$ cat src/rtl/online_op_sequencer_if.sv
// Digit-serial link between the sequencer and an online operator under test.
// Latency: none, plain wires. Backpressure: none, the operator consumes one digit per enable.
// master (sequencer): drives op_rst/op_en/op_x/op_y and samples op_z; slave (operator): the reverse.
interface online_op_sequencer_if #(
  parameter int C = 3
);
  logic         op_rst;
  logic         op_en;
  logic [C-1:0] op_x;
  logic [C-1:0] op_y;
  logic [C-1:0] op_z;

  modport master (output op_rst, output op_en, output op_x, output op_y, input op_z);
  modport slave  (input op_rst, input op_en, input op_x, input op_y, output op_z);
endinterface

$ cat src/rtl/online_op_sequencer.sv
// Sequencer that streams two N-digit operands MSD-first into an online operator, captures N+1
// result digits, converts them to two's complement on the fly and checks the value.
// Latency: done pulses N+DELTA+3 cycles after start is sampled. Backpressure: none, start ignored while busy.
// Ports: clk/rst_n (async active-low), start, x_vec/y_vec/exp_val (latched per run),
//   op_if (master side of the operator link), busy/done/pass, z_vec/z_val (captured result).
// Optional macro ONLINE_SEQ_STATS_EN adds saturating run_cnt/fail_cnt outputs.
module online_op_sequencer #(
  parameter int N     = 6,
  parameter int C     = 3,
  parameter int RLOG  = 2,
  parameter int DELTA = 2,
  parameter int ACC_W = (N + 1) * RLOG + 2
) (
  input  logic                    clk,
  input  logic                    rst_n,
  input  logic                    start,
  input  logic [N*C-1:0]          x_vec,
  input  logic [N*C-1:0]          y_vec,
  input  logic signed [ACC_W-1:0] exp_val,
  online_op_sequencer_if.master   op_if,
  output logic                    busy,
  output logic                    done,
  output logic                    pass,
  output logic [(N+1)*C-1:0]      z_vec,
  output logic signed [ACC_W-1:0] z_val
`ifdef ONLINE_SEQ_STATS_EN
  ,
  output logic [15:0]             run_cnt,
  output logic [15:0]             fail_cnt
`endif
);

  localparam int KW = $clog2(N + DELTA);
  localparam logic [KW-1:0] K_LAST = KW'(N + DELTA - 1);
  localparam logic [KW-1:0] K_N    = KW'(N);

  typedef enum logic [2:0] {S_IDLE, S_CLR, S_RUN, S_CHECK, S_DONE} state_t;

  state_t                  state_q, state_d;
  logic [KW-1:0]           k_q, k_d;
  logic [N*C-1:0]          x_lat_q, x_lat_d;
  logic [N*C-1:0]          y_lat_q, y_lat_d;
  logic signed [ACC_W-1:0] exp_lat_q, exp_lat_d;
  logic                    op_rst_q, op_rst_d;
  logic                    op_en_q, op_en_d;
  logic [C-1:0]            op_x_q, op_x_d;
  logic [C-1:0]            op_y_q, op_y_d;
  logic                    busy_q, busy_d;
  logic                    done_q, done_d;
  logic                    pass_q, pass_d;
  logic [(N+1)*C-1:0]      z_vec_q, z_vec_d;
  logic signed [ACC_W-1:0] z_val_q, z_val_d;
  logic [KW-1:0]           k_nxt;
`ifdef ONLINE_SEQ_STATS_EN
  logic [15:0]             run_cnt_q, run_cnt_d;
  logic [15:0]             fail_cnt_q, fail_cnt_d;
`endif

  // Digit idx of a latched operand (idx 0 = MSD); zero padding once the operand is exhausted.
  function automatic logic [C-1:0] digit_at(input logic [N*C-1:0] vec, input logic [KW-1:0] idx);
    logic [N*C-1:0] sh;
    digit_at = '0;
    if (idx < K_N) begin
      sh       = vec >> (C * (N - 1 - int'(idx)));
      digit_at = sh[C-1:0];
    end
  endfunction

  assign k_nxt = k_q + KW'(1);

  always_comb begin
    state_d   = state_q;
    k_d       = k_q;
    x_lat_d   = x_lat_q;
    y_lat_d   = y_lat_q;
    exp_lat_d = exp_lat_q;
    op_rst_d  = 1'b0;
    op_en_d   = op_en_q;
    op_x_d    = op_x_q;
    op_y_d    = op_y_q;
    busy_d    = busy_q;
    done_d    = 1'b0;
    pass_d    = pass_q;
    z_vec_d   = z_vec_q;
    z_val_d   = z_val_q;
`ifdef ONLINE_SEQ_STATS_EN
    run_cnt_d  = run_cnt_q;
    fail_cnt_d = fail_cnt_q;
`endif
    case (state_q)
      S_IDLE: begin
        if (start) begin
          // Outputs are registered, so the CLR-cycle values are set up on the edge entering CLR.
          state_d   = S_CLR;
          op_rst_d  = 1'b1;
          busy_d    = 1'b1;
          k_d       = '0;
          pass_d    = 1'b0;
          z_vec_d   = '0;
          z_val_d   = '0;
          x_lat_d   = x_vec;
          y_lat_d   = y_vec;
          exp_lat_d = exp_val;
        end
      end
      S_CLR: begin
        state_d = S_RUN;
        op_en_d = 1'b1;
        op_x_d  = digit_at(x_lat_q, '0);
        op_y_d  = digit_at(y_lat_q, '0);
      end
      S_RUN: begin
        // The first DELTA-1 output digits precede the MSD and carry no information.
        if (int'(k_q) >= DELTA - 1) begin
          z_vec_d = {z_vec_q[N*C-1:0], op_if.op_z};
          z_val_d = (z_val_q <<< RLOG) + {{(ACC_W-C){op_if.op_z[C-1]}}, op_if.op_z};
        end
        if (k_q == K_LAST) begin
          state_d = S_CHECK;
          op_en_d = 1'b0;
          op_x_d  = '0;
          op_y_d  = '0;
        end else begin
          k_d    = k_nxt;
          op_x_d = digit_at(x_lat_q, k_nxt);
          op_y_d = digit_at(y_lat_q, k_nxt);
        end
      end
      S_CHECK: begin
        state_d = S_DONE;
        pass_d  = (z_val_q == exp_lat_q);
        done_d  = 1'b1;
        busy_d  = 1'b0;
      end
      S_DONE: begin
        state_d = S_IDLE;
`ifdef ONLINE_SEQ_STATS_EN
        if (run_cnt_q != 16'hFFFF) run_cnt_d = run_cnt_q + 16'd1;
        if (!pass_q && fail_cnt_q != 16'hFFFF) fail_cnt_d = fail_cnt_q + 16'd1;
`endif
      end
      default: state_d = S_IDLE;
    endcase
  end

  always_ff @(posedge clk or negedge rst_n) begin
    if (!rst_n) begin
      state_q   <= S_IDLE;
      k_q       <= '0;
      x_lat_q   <= '0;
      y_lat_q   <= '0;
      exp_lat_q <= '0;
      op_rst_q  <= 1'b0;
      op_en_q   <= 1'b0;
      op_x_q    <= '0;
      op_y_q    <= '0;
      busy_q    <= 1'b0;
      done_q    <= 1'b0;
      pass_q    <= 1'b0;
      z_vec_q   <= '0;
      z_val_q   <= '0;
`ifdef ONLINE_SEQ_STATS_EN
      run_cnt_q  <= '0;
      fail_cnt_q <= '0;
`endif
    end else begin
      state_q   <= state_d;
      k_q       <= k_d;
      x_lat_q   <= x_lat_d;
      y_lat_q   <= y_lat_d;
      exp_lat_q <= exp_lat_d;
      op_rst_q  <= op_rst_d;
      op_en_q   <= op_en_d;
      op_x_q    <= op_x_d;
      op_y_q    <= op_y_d;
      busy_q    <= busy_d;
      done_q    <= done_d;
      pass_q    <= pass_d;
      z_vec_q   <= z_vec_d;
      z_val_q   <= z_val_d;
`ifdef ONLINE_SEQ_STATS_EN
      run_cnt_q  <= run_cnt_d;
      fail_cnt_q <= fail_cnt_d;
`endif
    end
  end

  assign op_if.op_rst = op_rst_q;
  assign op_if.op_en  = op_en_q;
  assign op_if.op_x   = op_x_q;
  assign op_if.op_y   = op_y_q;
  assign busy         = busy_q;
  assign done         = done_q;
  assign pass         = pass_q;
  assign z_vec        = z_vec_q;
  assign z_val        = z_val_q;
`ifdef ONLINE_SEQ_STATS_EN
  assign run_cnt      = run_cnt_q;
  assign fail_cnt     = fail_cnt_q;
`endif

endmodule

$ cat src/flat_wrapper.sv
// flat-port wrapper written by rule: the top's interface ports become plain ports
module online_op_sequencer_flat 
#(
  parameter int N     = 6,
  parameter int C     = 3,
  parameter int RLOG  = 2,
  parameter int DELTA = 2,
  parameter int ACC_W = (N + 1) * RLOG + 2
)
  (clk, rst_n, start, x_vec, y_vec, exp_val, busy, done, pass, z_vec, z_val, op_if_op_rst, op_if_op_en, op_if_op_x, op_if_op_y, op_if_op_z);
  online_op_sequencer_if #(.C(C)) op_if_i ();
  input  logic clk;
  input  logic rst_n;
  input  logic start;
  input  logic [N*C-1:0] x_vec;
  input  logic [N*C-1:0] y_vec;
  input  logic signed [ACC_W-1:0] exp_val;
  output logic busy;
  output logic done;
  output logic pass;
  output logic [(N+1)*C-1:0] z_vec;
  output logic signed [ACC_W-1:0] z_val;
  output wire logic [$bits(op_if_i.op_rst)-1:0] op_if_op_rst;
  output wire logic [$bits(op_if_i.op_en)-1:0] op_if_op_en;
  output wire logic [$bits(op_if_i.op_x)-1:0] op_if_op_x;
  output wire logic [$bits(op_if_i.op_y)-1:0] op_if_op_y;
  input wire logic [$bits(op_if_i.op_z)-1:0] op_if_op_z;
  assign op_if_op_rst = op_if_i.op_rst;
  assign op_if_op_en = op_if_i.op_en;
  assign op_if_op_x = op_if_i.op_x;
  assign op_if_op_y = op_if_i.op_y;
  assign op_if_i.op_z = op_if_op_z;
  online_op_sequencer #(.N(N), .C(C), .RLOG(RLOG), .DELTA(DELTA), .ACC_W(ACC_W)) u_core (.clk(clk), .rst_n(rst_n), .start(start), .x_vec(x_vec), .y_vec(y_vec), .exp_val(exp_val), .op_if(op_if_i), .busy(busy), .done(done), .pass(pass), .z_vec(z_vec), .z_val(z_val));
endmodule
$ cat config.mk
export PLATFORM = sky130hd
export DESIGN_NAME = online_op_sequencer_flat
export DESIGN_NICKNAME = d
export VERILOG_FILES = /design/src/rtl/online_op_sequencer_if.sv /design/src/rtl/online_op_sequencer.sv /design/src/flat_wrapper.sv
export SDC_FILE = /design/constraint.sdc
export NUM_CORES = 1
export LEC_CHECK = 0
export BUFFER_PORTS_ARGS = -buffer_cell sky130_fd_sc_hd__buf_2
export CAP_MARGIN = 20
export CORE_AREA = 2 2 136 138
export DETAILED_ROUTE_END_ITERATION = 8
export DIE_AREA = 0 0 138 140
export HOLD_SLACK_MARGIN = 0.02
export SYNTH_ARGS = -nofsm -noshare
export SYNTH_HDL_FRONTEND = slang
export SYNTH_SLANG_ARGS = --single-unit
export TNS_END_PERCENT = 100
$ cat constraint.sdc
create_clock -name clk -period 9.1 [get_ports clk]
set_input_delay 0.91 -clock clk [delete_from_list [all_inputs] [get_ports clk]]
set_output_delay 0.91 -clock clk [all_outputs]
set_load 0.03 [all_outputs]
==> results.md, run 1 <==
- Yosys cell types: 66
- # rows: just under 50
- N_diodes: 0
- CTS Root Cell: clkbuf_16
- Die Wd: approximately 140 um
- Asr flop ratio synth: 100%
- CTS tree: done
- Register area: approximately 2600 um2
- VDD IR-drop max: 0.218 mV
- Final clock skew: around 0.010 ns
- Routability cong.: 0.919
- Post-synthesis cell count: approximately 720
- Port Buffers: roughly 110
- DP Area: slightly below 7000 um2
- First-iteration detailed-routing DRC count: ~350
- Mapped Nets: around 800
- Area of the multi-input gates: roughly 3200 um2
- Filler cells: 1,814
- Via/cell ratio: roughly 5.2
- Initial antenna violation count: 0
- Setup violators final: 0
- PwrDens: 436 nW/um2
- Post-synth EDFFs: 0
- Worst Hold Slack: ~0.48 ns
- Final min period: about 3.8 ns
- Arrival time worst endpoint: ~4.1 ns
- Initial Util: between 30% and 40%
- Syn Area/Cell: 8.53 um2
- Sequential share of the synthesized area: ~42%
- CP Launch Type: register
- Status: complete, no violations
- CP Data Required Time: between 9 and 10 ns
- Clock Tree Buf Depth: 2
- Endpoints failing hold: 0
- Die Footprint: between 15,000 and 20,000 um2
- # resized after CTS: 0
- Post-DP HPWL: 11,800 um
- Highest Clock Rate: 261 MHz
- Number of setup buffers added after CTS: 0
- RSZ-0062 raised after global routing: no
- Core ar.: 17,800 um2
- Hold Buf Count CTS: 0
- Gr usage total: approximately 17%
- Synthesized cell area: between 6000 and 7000 um2
- First-pass iteration count of the detailed router: 4
- Predominant post-synthesis flop cell: dfrtp_1
- Max-cap violations: 0
- Worst-Margin Slew: around 1 ns
- H-tree levels: 3
- Area Growth Syn to Fin: 16.3%
- Most frequent cells in the layout: nand2_1, buf_2, dfrtp_1
- Vias in the first global route: 4,978
- Detailed-route via count: between 5,000 and 6,000
- Proportion of layout cells with a drive suffix above 1: roughly a fifth
- Design area: ~7100 um2
- Commonest non-fill, non-tap cell in the layout: nand2_1
- First-pass GRT wire length: approximately 27,000 um
- Yosys warns: 0
- Die H: 140 um
- Relative max-transition margin: 33.0%
- DRT antenna net count: 0
- Largest net degree at the start of global routing: 88
- Critical path class: register to register
- FF+latch count, synth: 104
- Worst setup EP type: register
- Clk Latency, worst-skew pair: 0.36 ns
- Clock transition at path regs: about 0.080 ns
- # IOs: roughly 110
- P_leak: 3.63 nW
- Period utilization: between 40% and 50%
- Hold Path Class: register to register
- Fin. max-slew vios: 0
- Detailed-route DRC error count: 0
- Crit Path Max Fanout: 37
- Setup TNS Final: 0 ns
- Final-stage net count: 878
- Final WL: ~17,000 um
- GRT overflow: 0
- Clock sink total: 104
- Num CTS Buffers: 9
- Routed len/inst: between 15 and 20 um
-- stage by stage --
stage	util, %	total power [W]	std cells	worst slack, ns
2_1_floorplan	-	0.00221	719	6.21
3_3_place_gp	38.2	0.00266	1016	5.41
3_5_place_dp	38.2	0.00266	1016	5.31
4_1_cts	40.1	0.00311	1032	5.29
5_1_grt	40.1	0.00337	1033	5.07
6_report	40.1	0.00311	1033	5.27
-- registers in the layout, summed over array words and instances, names as in the netlist --
register,cells
u_core.z_vec,19
u_core.x_lat_q,18
u_core.y_lat_q,18
u_core.exp_lat_q,16
u_core.z_val,16
u_core.k_q,3
u_core.op_if.op_x,3
u_core.op_if.op_y,3
u_core.state_q,3
u_core.busy,1
u_core.done,1
u_core.op_if.op_en,1
u_core.op_if.op_rst,1
u_core.pass,1
-- path summary, 6_finish.rpt --
check                                          start                          endpoint  slack (ns)  cells past startpoint
max                        u_core.k_q[0]$_DFFE_PN0P_  u_core.op_if.op_x[0]$_DFFE_PN0P_        5.27                     13
min reg2reg                  u_core.busy$_DFFE_PN0P_           u_core.busy$_DFFE_PN0P_        0.48                      2
max reg2reg                u_core.k_q[0]$_DFFE_PN0P_  u_core.op_if.op_x[0]$_DFFE_PN0P_        5.27                     13
min in group asynchronous                      rst_n   u_core.exp_lat_q[4]$_DFFE_PN0P_        0.50                      1
max in group asynchronous                      rst_n    u_core.y_lat_q[13]$_DFFE_PN0P_        7.34                      2
min                          u_core.busy$_DFFE_PN0P_           u_core.busy$_DFFE_PN0P_        0.48                      2
-- cell type report --
cell class	count	share of cell area, %
clock buffers	9	3.16
clock inverters	7	1.60
inverters	22	1.16
multi-input cells	549	45.3
flip-flops and latches	104	36.5
well taps	229	4.01
repair buffers	113	8.34
-- layer usage --
metal / part of all wire [%] / routed length [um] / global-route usage [%] / vias up
met5: 0 / 0 / 0 / -
li1: - / - / - / 2643
met4: 1.8 / 296 / 4.83 / 0
met3: 4.6 / 774 / 3.21 / 22
met2: 43 / 7230 / 25.4 / 129
met1: 51 / 8480 / 26.6 / 2552
-- synthesized netlist by cell type, drive strengths merged (2+ instances only) --
library cell | count | area share (%)
nand2 | 205 | 13
and3 | 2 | 0.20
a221oi | 4 | 0.57
nand3 | 41 | 3.3
nor3 | 10 | 0.90
nor2b | 10 | 1.0
nand2b | 12 | 1.2
and2 | 4 | 0.41
o32ai | 2 | 0.29
o21bai | 3 | 0.37
o311a | 3 | 0.49
a31o | 2 | 0.29
xor2 | 24 | 3.4
a221o | 2 | 0.33
o31ai | 4 | 0.49
nor3b | 6 | 0.73
xnor2 | 4 | 0.57
o21ai | 46 | 3.8
mux4 | 6 | 2.2
a21o | 7 | 0.86
a21boi | 2 | 0.24
nand4 | 2 | 0.20
nor2 | 19 | 1.3
o221ai | 4 | 0.57
or2 | 4 | 0.41
a31oi | 3 | 0.31
buf | 24 | 2.3
a211oi | 6 | 0.73
a21oi | 40 | 3.3
clkbuf | 20 | 1.2
a22oi | 3 | 0.37
o221a | 2 | 0.37
nand3b | 2 | 0.24
dfrtp | 104 | 42
o21a | 3 | 0.37
mux2i | 17 | 2.8
ha | 20 | 4.1
inv | 22 | 1.3
o22ai | 2 | 0.20
nor4 | 6 | 0.61
-- critical path, cell delays in order (launching register included) --
cell      delay [ns]
dfrtp_1         0.37
buf_4           0.27
ha_1            0.34
buf_4           0.30
inv_2           0.16
ha_1            0.36
xor2_1          0.16
and2_1          0.17
ha_1            0.46
nand2b_1        0.30
o32ai_1         0.29
o221ai_1        0.18
o311a_1         0.16
o31ai_1         0.21
-- power breakdown --
| group | switching, W | internal (W) |
|---|---|---|
| clock | 0.000191 | 0.000248 |
| combinational | 0.00112 | 0.000671 |
| sequential | 0.000212 | 0.000668 |
| total | 0.00153 | 0.00159 |
-- cells by family after synthesis --
logic type                 after synthesis  synth area share (%)
and+or+nand+nor                        329                  23.9
AOI/OAI and AO/OA                      147                  15.2
DFF                                    104                  42.4
buffers and inverters                   66                  4.91
xor gates and xnor gates                28                  4.00
muxes                                   24                  5.16
adders and majority gates               21                  4.40
Power figures use the tool's default switching activity.
==> run 2, diff against run 1 <==
ABC_AREA = 1   (was unset)
CORE_AREA = 2 2 134 136   (was 2 2 136 138)
DIE_AREA = 0 0 136 138   (was 0 0 138 140)
clock period = 3.3 ns   (was 9.1 ns; I/O delays follow)
==> run 2 against run 1 <==
Design area fell by 2.1%; register-to-register slack lost 4.7 ns; worst setup slack worse by 4.7 ns; clock-buffer cell count increased by 1; clock power grew to 2.7 times the previous value; sequential share of layout area grew 0.77 points; cell count is 11% higher; synthesized cell count grew 15%.
==> results.md, run 2 <==
- Final-stage net count: between 900 and 1,000
- Num CTS Buffers: 9
- Max-cap violations: 0
- Clock Tree Buf Depth: 2
- Relative max-transition margin: a little over half
- Util after Layout: 39.9%
- P_leak: between 3 and 4 nW
- DRT antenna net count: 0
- Detailed-route via count: between 5,000 and 6,000
- Die Wd: 136 um
- Gr usage total: between 10% and 20%
- Critical path class: register to register
- Final min period: roughly 2.7 ns
- Post-DP HPWL: approximately 12,000 um
- Design area: around 7000 um2
- Final WL: ~16,000 um
- Hold Buf Count CTS: 0
- Final worst slack: slightly below 0.6 ns
- Number of setup buffers added after CTS: 0
- CTS Root Cell: clkbuf_16
- H-tree levels: 3
- PwrDens: ~1100 nW/um2
- # resized after CTS: 0
- Vias in the first global route: approximately 5,200
- # IOs: ~110
- GRT overflow: 0
- Largest net degree at the start of global routing: 54
- Proportion of layout cells with a drive suffix above 1: 15.7%
- Top cells by count, synth: nand2_1, dfrtp_1, nand3_1
- Initial Util: about a third
- Sequential share of the synthesized area: roughly 44%
- Crit Path Max Fanout: 4
- Most frequent cells in the layout: nand2_1, buf_2, dfrtp_1
- Synth top area share: a little over two fifths
- CP Data Required Time: between 3 and 4 ns
- Post-synth EDFFs: 0
- Setup violators final: 0
- Detailed-route DRC error count: 0
- Arrival time worst endpoint: 2.96 ns
- DP Area: around 6700 um2
- FF+latch count, synth: about 100
- Clk Latency, worst-skew pair: between 0.3 and 0.4 ns
- Worst setup EP type: register
- Synthesized cell area: 5960 um2
- Status: complete, no violations
- First-pass GRT wire length: roughly 27,000 um
- Area Growth Syn to Fin: 17.3%
- Area leader, netlist: dfrtp_1
- CP Launch Type: register
- Asr flop ratio synth: 100%
- Routed len/inst: 14.2 um
- Port Buffers: 105
- N_diodes: 0
- First-iteration detailed-routing DRC count: 334
- Worst-Margin Slew: a little under 0.7 ns
- Clock sink total: 104
- Highest Clock Rate: 368 MHz
- Hold Path Class: primary input to async pin
- Yosys warns: 0
- First-pass iteration count of the detailed router: 5
- Critical path launch point: u_core.k_q[1]$_DFFE_PN0P_
- CTS tree: done
- Post-synthesis cell count: slightly above 800
- # rows: 49
- Die Footprint: about 19,000 um2
- Commonest non-fill, non-tap cell in the layout: nand2_1
- Mapped Nets: 903
- Clock transition at path regs: about 0.07 ns
- Routability cong.: around 0.93
- Yosys cell types: 35
- Setup TNS Final: 0 ns
- Final clock skew: 0.00503 ns
- Period utilization: 82.4%
- Core ar.: ~18,000 um2
- Synth area leaders: dfrtp_1, nand2_1, nand3_1
- VDD IR-drop max: approximately 0.46 mV
- Endpoints failing hold: 0
- Cell with the most instances after synthesis: nand2_1
- Fin. max-slew vios: 0
- Die H: around 140 um
- Predominant post-synthesis flop cell: dfrtp_1
- Worst R2R Start: u_core.k_q[1]$_DFFE_PN0P_
- Max reg flops: 19
- Filler cells: between 1,500 and 2,000
- Initial antenna violation count: 0
- RSZ-0062 raised after global routing: no
- Syn Area/Cell: 7.23 um2
- Via/cell ratio: a little under 5
- Place WS: between 0.5 and 0.6 ns
==> run 2: cell types whose count changed in the layout (fill, tap and decap cells not counted), moves of 12 or more <==
| cell | before | now |
|---|---|---|
| xor2_1 | 24 | 7 |
| nand3_1 | 41 | 77 |
| mux2i_1 | 17 | 0 |
| nand2b_1 | 12 | 0 |
| inv_1 | 19 | 60 |
| nand2_1 | 205 | 325 |
| nor2_1 | 18 | 56 |
| o22ai_1 | 2 | 25 |
==> run 2: area by class of cell <==
class / instances / area [um2] / area share [%]
clock inverter: 5 / 81.3 / 1.16
timing repair buffer: 114 / 608 / 8.70
inverter: 67 / 254 / 3.63
tap: 229 / 287 / 4.10
sequential: 104 / 2600 / 37.2
clock buffer: 10 / 239 / 3.42
multi-input combinational: 619 / 2920 / 41.8
==> run 2: per-layer routing <==
| layer | GRT usage (%) | part of all wire, % | vias up |
|---|---|---|---|
| li1 | - | - | 2836 |
| met1 | 24.3 | 47 | 2573 |
| met2 | 29.0 | 47 | 125 |
| met3 | 2.75 | 4.3 | 18 |
| met4 | 5.43 | 1.4 | 0 |
| met5 | 0 | 0 | - |
==> run 2: cells by family after synthesis <==
| logic type | after synthesis | share of synthesized area [%] |
|---|---|---|
| buffers and inverters | 101 | 7.39 |
| adders and majority gates | 21 | 4.54 |
| AOI/OAI and AO/OA | 116 | 10.9 |
| xor gates and xnor gates | 10 | 1.47 |
| DFF | 104 | 43.7 |
| and+or+nand+nor | 472 | 32.0 |
==> run 2: metrics by stage <==
| step | total power [W] | cells | hold WS (ns) |
|---|---|---|---|
| after floorplan | 0.00558 | 824 | 0.0344 |
| after global placement | 0.00671 | 1133 | 0.414 |
| after detailed placement | 0.00673 | 1133 | 0.420 |
| after CTS | 0.00794 | 1148 | 0.0286 |
| after global routing | 0.00864 | 1148 | 0.0579 |
| final | 0.00789 | 1148 | 0.00205 |
==> run 2: report_power, final <==
part	switching, W	total [W]	internal (W)
sequential	0.000395	0.00219	0.00179
clock	0.000492	0.00117	0.000682
combinational	0.00309	0.00453	0.00144
==> run 2: critical path, stage by stage, from the launching register on <==
cell and delay, ns:
dfrtp_1 0.42, ha_1 0.20, ha_1 0.31, ha_1 0.28, inv_1 0.05, o21ai_0 0.15, a21oi_1 0.06, ha_1 0.18
a21oi_1 0.27, xor2_1 0.39, nand3_1 0.14, nand2_1 0.08, a21oi_1 0.06
==> run 2: worst paths after layout <==
kind | end | slack, ns | cells past startpoint
max reg2reg | u_core.op_if.op_y[1]$_DFFE_PN0P_ | 0.58 | 12
max | u_core.op_if.op_y[1]$_DFFE_PN0P_ | 0.58 | 12
max in group asynchronous | u_core.y_lat_q[5]$_DFFE_PN0P_ | 2.56 | 2
min in group clk | u_core.x_lat_q[5]$_DFFE_PN0P_ | 0.16 | 3
min | u_core.z_val[7]$_DFFE_PN0P_ | 0.002 | 1
min reg2reg | u_core.busy$_DFFE_PN0P_ | 0.47 | 2
==> run 3, diff against run 2 <==
clock period = 2.4 ns   (was 3.3 ns; I/O delays follow)
==> run 3 against run 2 <==
Clock skew is 0.0068 ns higher; register-to-register slack lost 0.48 ns; first-iteration DRC count fell by 8.7%; largest cell class unchanged; combinational power grew 57%.
==> results.md, run 3 (same netlist as run 2, synthesis figures left out) <==
- Status: complete, no violations
- Clk Latency, worst-skew pair: 0.36 ns
- CTS tree: done
- Place WS: -0.110 ns
- Hold Path Class: primary input to register
- Fin. max-slew vios: 0
- Worst Hold Depth: 3
- Die Wd: between 100 and 150 um
- Via/cell ratio: a little under 5
- Num CTS Buffers: 9
- DRT antenna net count: 0
- Initial antenna violation count: 0
- CTS Root Cell: clkbuf_16
- Worst-Margin Slew: around 0.44 ns
- # IOs: about 110
- PwrDens: between 1500 and 2000 nW/um2
- Routed len/inst: between 10 and 15 um
- Period utilization: between 90% and 100%
- Die H: ~140 um
- Final worst slack: around 0.1 ns
- First-pass GRT wire length: 27,400 um
- CP Data Required Time: around 2.7 ns
- Clock sink total: about 100
- Vias in the first global route: between 5,000 and 6,000
- GRT overflow: 0
- Max-cap violations: 0
- H-tree levels: 3
- Most frequent cells in the layout: nand2_1, buf_2, dfrtp_1
- Area Growth Syn to Fin: 22.4%
- Worst Hold Slack: between 0.06 and 0.07 ns
- Arrival time worst endpoint: ~2.6 ns
- Final-stage net count: 1,016
- Crit Path Max Fanout: 8
- Clock transition at path regs: about 0.080 ns
- Proportion of layout cells with a drive suffix above 1: 19.7%
- Largest net degree at the start of global routing: 55
- Max reg flops: 19
- Initial Util: 34.0%
- Overall power: ~0.012 W
- VDD IR-drop max: 0.592 mV
- # rows: ~50
- Final min period: 2.30 ns
- RSZ-0062 raised after global routing: yes
- Highest Clock Rate: about 430 MHz
- Post-DP HPWL: around 12,000 um
- Gr usage total: between 10% and 20%
- First-pass iteration count of the detailed router: 5
- Setup slack, reg-to-reg: 0.10 ns
- Critical path class: register to register
- Relative max-transition margin: a little over two thirds
- Endpoints failing hold: 0
- P_leak: between 3 and 4 nW
- Clock Tree Buf Depth: 2
- Reg2reg path depth: 13
- Detailed-route DRC error count: 0
- Die Footprint: 18,800 um2
- Worst setup EP type: register
- Setup violators final: 0
- Routability cong.: a little over 0.9
- Final clock skew: ~0.012 ns
- Detailed-route via count: approximately 5,700
- CP Launch Type: register
- Core ar.: between 15,000 and 20,000 um2
- Commonest non-fill, non-tap cell in the layout: nand2_1
- Final WL: between 15,000 and 20,000 um
- First-iteration detailed-routing DRC count: around 310
- N_diodes: 0
- Port Buffers: ~110
run 3: cell types whose count changed in the layout (fill, tap and decap cells not counted), sizes merged:
cell / previous run / this run
clkinv: 4 / 2
dlygate4sd3: 0 / 1
inv: 65 / 68
buf: 114 / 134
clkbuf: 10 / 11
run 3: report_power, final:
part	leakage [nW]	internal, W	switching, W
clock	0.153	0.000922	0.000715
combinational	2.38	0.00251	0.00460
sequential	1.32	0.00246	0.000536
total	3.86	0.00589	0.00585
run 3: repair_timing:
item | in CTS | in global routing
gates resized for setup | 3 | 13
setup endpoints to repair | 6 | 6
setup buffers | 1 | 1
endpoints found under the hold margin | 22 | 0
pin swaps | 1 | 7
cloned | 0 | 1
hold buffers | 1 | 0
run 3: layer usage:
layer  global-route usage [%]  up-vias  routed length (um)
li1                         -     2877                   -
met1                     25.6     2649                8070
met2                     29.3      163                7800
met3                     2.42       28                 754
met4                     5.87        0                 329
met5                        0        -                   0
run 3: worst paths after layout:
| check | start | to |
|---|---|---|
| max reg2reg | u_core.k_q[0]$_DFFE_PN0P_ | u_core.op_if.op_y[0]$_DFFE_PN0P_ |
| min reg2reg | u_core.busy$_DFFE_PN0P_ | u_core.busy$_DFFE_PN0P_ |
| min in group asynchronous | rst_n | u_core.z_val[11]$_DFFE_PN0P_ |
| max in group asynchronous | rst_n | u_core.k_q[0]$_DFFE_PN0P_ |
| min | x_vec[7] | u_core.x_lat_q[7]$_DFFE_PN0P_ |
| max | u_core.k_q[0]$_DFFE_PN0P_ | u_core.op_if.op_y[0]$_DFFE_PN0P_ |
run 3: stage by stage:
stage                     util [%]  TNS (ns)  cell area (um2)  cells
after CTS                     41.2         0             7220   1169
after global placement        39.1   -0.0445             6860   1151
final                         41.6         0             7290   1171
after detailed placement      39.1    -0.260             6860   1151
after global routing          41.6   -0.0696             7290   1171
after floorplan                  -    -0.139             6010    824
run 3: layout make-up:
cell class	instances	area, um2
fill	1864	10200
multi-input combinational	619	3010
sequential	104	2600
timing repair buffer	136	813
tap	229	287
inverter	67	262
clock buffer	10	229
clock inverter	6	90.1
run 3: critical path, stage by stage (launching register included):
cell,delay (ns)
dfrtp_2,0.41
ha_2,0.20
ha_4,0.23
ha_4,0.26
inv_2,0.04
o21ai_2,0.10
a21oi_1,0.05
ha_2,0.39
clkinv_4,0.10
a21oi_2,0.10
nand3_1,0.09
nand3_2,0.08
nand2_1,0.06
a21oi_2,0.12
